**src/rtl/mult_8x8_prod_accum_if.sv**
```systemverilog
// Valid/ready bundle between the 8x8 multiplier, the product accumulator and its result consumer.
// The master modport is the producer/consumer side; the slave modport is the accumulator.
interface mult_8x8_prod_accum_if #(
   parameter int ACC_W = 24,
   parameter int CNT_W = 4
);
   logic             in_valid;
   logic             in_ready;
   logic [15:0]      in_product;
   logic             in_last;
   logic             out_valid;
   logic             out_ready;
   logic [ACC_W-1:0] out_sum;
   logic [CNT_W-1:0] out_count;
   logic             out_ovf;

   modport master (
      output in_valid, in_product, in_last, out_ready,
      input  in_ready, out_valid, out_sum, out_count, out_ovf
   );

   modport slave (
      input  in_valid, in_product, in_last, out_ready,
      output in_ready, out_valid, out_sum, out_count, out_ovf
   );
endinterface

```
**src/rtl/mult_8x8_prod_accum.sv**
```systemverilog
// Accumulates a frame of up to LEN 16-bit products into an ACC_W-bit sum and holds the result
// until taken. Define PROD_ACCUM_SATURATE_EN to clamp on overflow instead of wrapping.
module mult_8x8_prod_accum #(
   parameter int LEN   = 8,
   parameter int ACC_W = 24,
   parameter int CNT_W = 4
) (
   input logic                  clk,
   input logic                  rst,
   mult_8x8_prod_accum_if.slave bus
);

   typedef enum logic {
      ST_ACC  = 1'b0,
      ST_HOLD = 1'b1
   } state_t;

   state_t           state;
   state_t           state_nxt;
   logic [ACC_W-1:0] acc;
   logic [CNT_W-1:0] cnt;
   logic             ovf_r;
   logic [ACC_W:0]   add_full;
   logic [ACC_W-1:0] acc_add;
   logic             carry;
   logic             accept;
   logic             closing;

   generate
      if (LEN < 1 || LEN > (1 << CNT_W) - 1) begin : g_bad_cfg
         $error("mult_8x8_prod_accum: CNT_W=%0d cannot represent LEN=%0d", CNT_W, LEN);
      end
   endgenerate

   assign accept  = bus.in_valid && (state == ST_ACC);
   assign closing = bus.in_last || (cnt == CNT_W'(LEN - 1));

   always_comb begin
      add_full = {1'b0, acc} + {{(ACC_W - 15){1'b0}}, bus.in_product};
      carry    = add_full[ACC_W];
`ifdef PROD_ACCUM_SATURATE_EN
      // Once clamped the sum stays at full scale for the rest of the frame.
      acc_add  = (carry || ovf_r) ? '1 : add_full[ACC_W-1:0];
`else
      acc_add  = add_full[ACC_W-1:0];
`endif
   end

   always_comb begin
      state_nxt    = state;
      bus.in_ready = 1'b0;
      case (state)
         ST_ACC: begin
            bus.in_ready = 1'b1;
            if (bus.in_valid && closing) state_nxt = ST_HOLD;
         end
         ST_HOLD: begin
            if (bus.out_ready) state_nxt = ST_ACC;
         end
         default: state_nxt = ST_ACC;
      endcase
   end

   // NOTE: rst is sampled inside the clocked block only; adding it to the sensitivity list would make it asynchronous.
   always_ff @(posedge clk) begin
      if (rst) state <= ST_ACC;
      else     state <= state_nxt;
   end

   always_ff @(posedge clk) begin
      if (rst) begin
         acc           <= '0;
         cnt           <= '0;
         ovf_r         <= 1'b0;
         bus.out_valid <= 1'b0;
         bus.out_sum   <= '0;
         bus.out_count <= '0;
         bus.out_ovf   <= 1'b0;
      end else begin
         case (state)
            ST_ACC: begin
               if (accept) begin
                  if (closing) begin
                     bus.out_sum   <= acc_add;
                     bus.out_count <= cnt + CNT_W'(1);
                     bus.out_ovf   <= ovf_r | carry;
                     bus.out_valid <= 1'b1;
                  end else begin
                     acc   <= acc_add;
                     cnt   <= cnt + CNT_W'(1);
                     ovf_r <= ovf_r | carry;
                  end
               end
            end
            ST_HOLD: begin
               // The running state is cleared only when the result is taken, never at close.
               if (bus.out_ready) begin
                  bus.out_valid <= 1'b0;
                  acc           <= '0;
                  cnt           <= '0;
                  ovf_r         <= 1'b0;
               end
            end
            default: ;
         endcase
      end
   end

endmodule

```
**src/flat_wrapper.sv**
```systemverilog
// flat-port wrapper written by rule: the top's interface ports become plain ports
module mult_8x8_prod_accum_flat 
#(
   parameter int LEN   = 8,
   parameter int ACC_W = 24,
   parameter int CNT_W = 4
)
  (clk, rst, bus_in_valid, bus_in_product, bus_in_last, bus_out_ready, bus_in_ready, bus_out_valid, bus_out_sum, bus_out_count, bus_out_ovf);
  mult_8x8_prod_accum_if #(.ACC_W(ACC_W), .CNT_W(CNT_W)) bus_i ();
  input logic clk;
  input logic rst;
  input wire logic [$bits(bus_i.in_valid)-1:0] bus_in_valid;
  input wire logic [$bits(bus_i.in_product)-1:0] bus_in_product;
  input wire logic [$bits(bus_i.in_last)-1:0] bus_in_last;
  input wire logic [$bits(bus_i.out_ready)-1:0] bus_out_ready;
  output wire logic [$bits(bus_i.in_ready)-1:0] bus_in_ready;
  output wire logic [$bits(bus_i.out_valid)-1:0] bus_out_valid;
  output wire logic [$bits(bus_i.out_sum)-1:0] bus_out_sum;
  output wire logic [$bits(bus_i.out_count)-1:0] bus_out_count;
  output wire logic [$bits(bus_i.out_ovf)-1:0] bus_out_ovf;
  assign bus_i.in_valid = bus_in_valid;
  assign bus_i.in_product = bus_in_product;
  assign bus_i.in_last = bus_in_last;
  assign bus_i.out_ready = bus_out_ready;
  assign bus_in_ready = bus_i.in_ready;
  assign bus_out_valid = bus_i.out_valid;
  assign bus_out_sum = bus_i.out_sum;
  assign bus_out_count = bus_i.out_count;
  assign bus_out_ovf = bus_i.out_ovf;
  mult_8x8_prod_accum #(.LEN(LEN), .ACC_W(ACC_W), .CNT_W(CNT_W)) u_core (.clk(clk), .rst(rst), .bus(bus_i));
endmodule
```
**config.mk**
```make
export PLATFORM = sky130hd
export DESIGN_NAME = mult_8x8_prod_accum_flat
export DESIGN_NICKNAME = d
export VERILOG_FILES = /design/src/rtl/mult_8x8_prod_accum_if.sv /design/src/rtl/mult_8x8_prod_accum.sv /design/src/flat_wrapper.sv
export SDC_FILE = /design/constraint.sdc
export NUM_CORES = 1
export LEC_CHECK = 0
export CAP_MARGIN = 20
export CORE_MARGIN = 5
export CORE_UTILIZATION = 32
export CTS_CLUSTER_DIAMETER = 200
export DETAILED_ROUTE_END_ITERATION = 12
export PLACE_DENSITY = 0.61
export SKIP_LAST_GASP = 1
export SLEW_MARGIN = 30
export SYNTH_ARGS = -nofsm -noshare
export SYNTH_HDL_FRONTEND = slang
export SYNTH_SLANG_ARGS = --single-unit
```
**constraint.sdc**
```tcl
create_clock -name clk -period 4.3 [get_ports clk]
set_clock_uncertainty 0.1 [all_clocks]
set_input_delay 0.86 -clock clk [delete_from_list [all_inputs] [get_ports clk]]
set_output_delay 0.86 -clock clk [all_outputs]
set_load 0.005 [all_outputs]
```
==> out/metrics.cfg <==
[layout]
fillers = 1037
drive_above_1_share = 0.0841
final_cell_mix = 66 x nand2_1, 60 x dfxtp_1, 55 x a21oi_1
final_nets = 487
area_delta_synth_final_pct = 25.5
final_common_cell = nand2_1
antenna_cells = 0

[synthesis]
syn_avg_cell_area_sq_um = 8.05
synth_compound_area_frac = 0.257
ys_top_cells_by_area = dfxtp_1 37%, a21oi_1 8.5%, nand2_1 7.6%, ha_1 6.6%, nor2_1 3.8%
synth-warning-count = 0
async_reset_ff_frac = 0
synth_top_cell_area_share = 0.370
yosysUniqueCellTypes = 47
synthAdderAreaFrac = 0.0718
synth_xor_area_frac = 0.0432
yosys.area_share.simple = 0.217
syn_nets = 442
synthMuxAreaShare = 0.00617
seq_area_frac_synth = 0.370
syn_area_sq_um = 3240
ys_ff_latch = 60
ys.flop_type = dfxtp_1
synth_top_family_by_area = compound AO/OA/AOI/OAI gates
synthCells = 403
synth_edf_count = 0
synth_area_leader_cell = dfxtp_1

[clocking]
root_buffer = clkbuf_8
numCtsBuffers = 9
holdBufCountCts = 0
cts_resized = 0
cts_tree = done
clk_latency_ps = 340
max-clock-path-buffers = 2
cts.sinks = 60
clk_pin_slew_worst_paths_ps = 70
htreeDepth = 3
cts_setup_buffers = 0

[critical_path]
worstSetupStartpoint = bus_in_product[0]
r2r_end = u_core.acc[16]$_SDFFE_PP0P_
critical-path-top-delay-family = compound AO/OA/AOI/OAI gates
cp-end-kind = flip-flop
worstSetupStartpointType = input port
worstSetupPathType = in2reg
reg2regPathDepth = 9
cp.required_ps = 4470
crit_path_frequent_cell = a21oi_1
crit_chain = clkdlybuf4s50_1, ha_1, fa_1, a21oi_1, o211ai_2, and3_2, o2111ai_4, a21oi_1, o211a_1, nor3_1
crit_end = u_core.acc[16]$_SDFFE_PP0P_
cp_max_fo = 5
worst_path_max_delay_cell = clkdlybuf4s50_1
cp_num_buf_inv = 1
crit_cells = 10
reg2reg_from = u_core.acc[0]$_SDFFE_PP0P_
cpPeakStageDelay_ps = 410
r2r_slack_ps = 1630
arrival_ps = 3480

[floorplanning]
rows = 36
fp.coreArea_sq_um = 9820
die_w_um = 111
initial_core_util = 0.330
pin_count = 52
die_h_um = 111
die_area_sq_um = 12200

[global_route]
grt_max_degree = 62
grt_pass1_vias = 2870
gr-total-overflow = 0
track_usage = 0.134
antenna_found_initial = 0
grt_pass1_wl_um = 13700

[sta]
slew_headroom = 0.389
period_share = 0.770
slew_viol_final = 0
rsz0062_at_grt = false
final_hold_viol_count = 0
tns_ps = 0
setup_ws_ps = 987
max_freq_mhz = 302
setup_violations = 0
fin_crit_ps = 3310
worst_pin_slew_ps = 915

[placement]
gp_congestion = 0.831
pre_cts_ws_ps = 639
io_buffers = 51
hpwl_um = 5700

[drt]
wl_per_cell_um = 13.9
wirelength_um = 8150
vias = 3018
drc = 0
dr_wl_met2_um = 3760
ant_nets = 0
wl_met1_um = 3900
vias_per_cell = 5.16
firstDrtPassIters = 4
initialDrtViolationCount = 117
wl_met3_um = 371
dr.max_layer_used = met4

[power]
vdd_drop_max_mv = 0.130
cellLeakagePower_nw = 1.49
cellPowerDensity_nw_per_um2 = 335

[flow_run]
max-cap-violations = 0

[min_path]
min_from = u_core.bus.out_sum[3]$_SDFFE_PP0P_
hold_path.class = reg2reg

[run_status]
status = finished clean

[where the power goes]
part           total (mW)  switching, mW  leakage [nW]  internal [mW]
clock               0.501          0.224        0.0979          0.277
combinational       0.262          0.143         0.898          0.118
sequential          0.602         0.0163         0.489          0.585
[area by class of cell]
class | instances | area (sq um) | share of cell area
Multi-Input combinational cell | 313 | 1930 | 0.475
Sequential cell | 60 | 1200 | 0.295
Timing Repair Buffer | 54 | 543 | 0.133
Tap cell | 133 | 166 | 0.0409
Clock buffer | 10 | 138 | 0.0338
Clock inverter | 5 | 52.6 | 0.0129
Inverter | 10 | 37.5 | 0.00922
[worst reg2reg max path, cell delays in order, from the launching register on]
cell       delay [ps]
dfxtp_1           320
ha_1              210
fa_1              410
a21oi_1           270
o211ai_2          140
and3_2            260
o2111ai_4         260
a21oi_1           210
o211a_1           280
nor3_1            150
[through the flow]
stage	instance area, sq um	cells	utilization	hold WS, ps	power (mW)
floorplan	3240	403	-	352	0.778
global placement	3880	570	0.395	347	0.874
detailed placement	3880	570	0.395	349	0.878
CTS	4070	585	0.415	359	1.38
global route	4070	585	0.415	371	1.43
finish	4070	585	0.415	355	1.36
[cells in the mapped netlist, types with 2 or more instances]
library cell,instances
a211o_2,2
o21ai_0,10
mux2i_1,2
a2111oi_0,2
and3_1,6
nand4_1,4
and3_2,2
a21o_2,3
nand2_1,66
dfxtp_1,60
nor2b_1,3
a211oi_1,16
ha_1,17
nor2_1,33
clkbuf_1,20
inv_1,10
a311oi_1,3
xor2_1,2
a21o_1,5
nand3_1,24
a21oi_1,55
nand3b_1,4
o21a_1,3
o211ai_1,2
a31oi_1,7
xnor2_1,14
nand2b_1,3
nor3_1,6
[flip-flops by register name, indices dropped and copies added, names as in the netlist]
signal	count
u_core.cnt	4
u_core.ovf_r	1
u_core.bus.out_valid	1
u_core.acc	24
u_core.bus.out_count	4
u_core.state	1
u_core.bus.out_ovf	1
u_core.bus.out_sum	24
[worst min path at each step]
stage                                                endpoint  cells past startpoint
after floorplan                    u_core.acc[0]$_SDFFE_PP0P_                      2
after global placement     u_core.bus.out_sum[7]$_SDFFE_PP0P_                      2
after detailed placement   u_core.bus.out_sum[1]$_SDFFE_PP0P_                      2
after CTS                  u_core.bus.out_sum[3]$_SDFFE_PP0P_                      2
after global routing      u_core.bus.out_sum[12]$_SDFFE_PP0P_                      2
final                      u_core.bus.out_sum[3]$_SDFFE_PP0P_                      2
[per-layer routing]
layer  vias to the layer above  global-route usage
met4                         0              0.0484
met1                      1401               0.174
met2                        66               0.216
li1                       1541                   -
met5                         -                   0
met3                        10              0.0317
[cells by family after synthesis]
family	after synthesis
simple gates	156
compound gates	121
flops	60
buf+inv	30
fa+ha+maj	18
xor+xnor	16
mux	2
No activity file was read; power rests on OpenSTA's default activity.
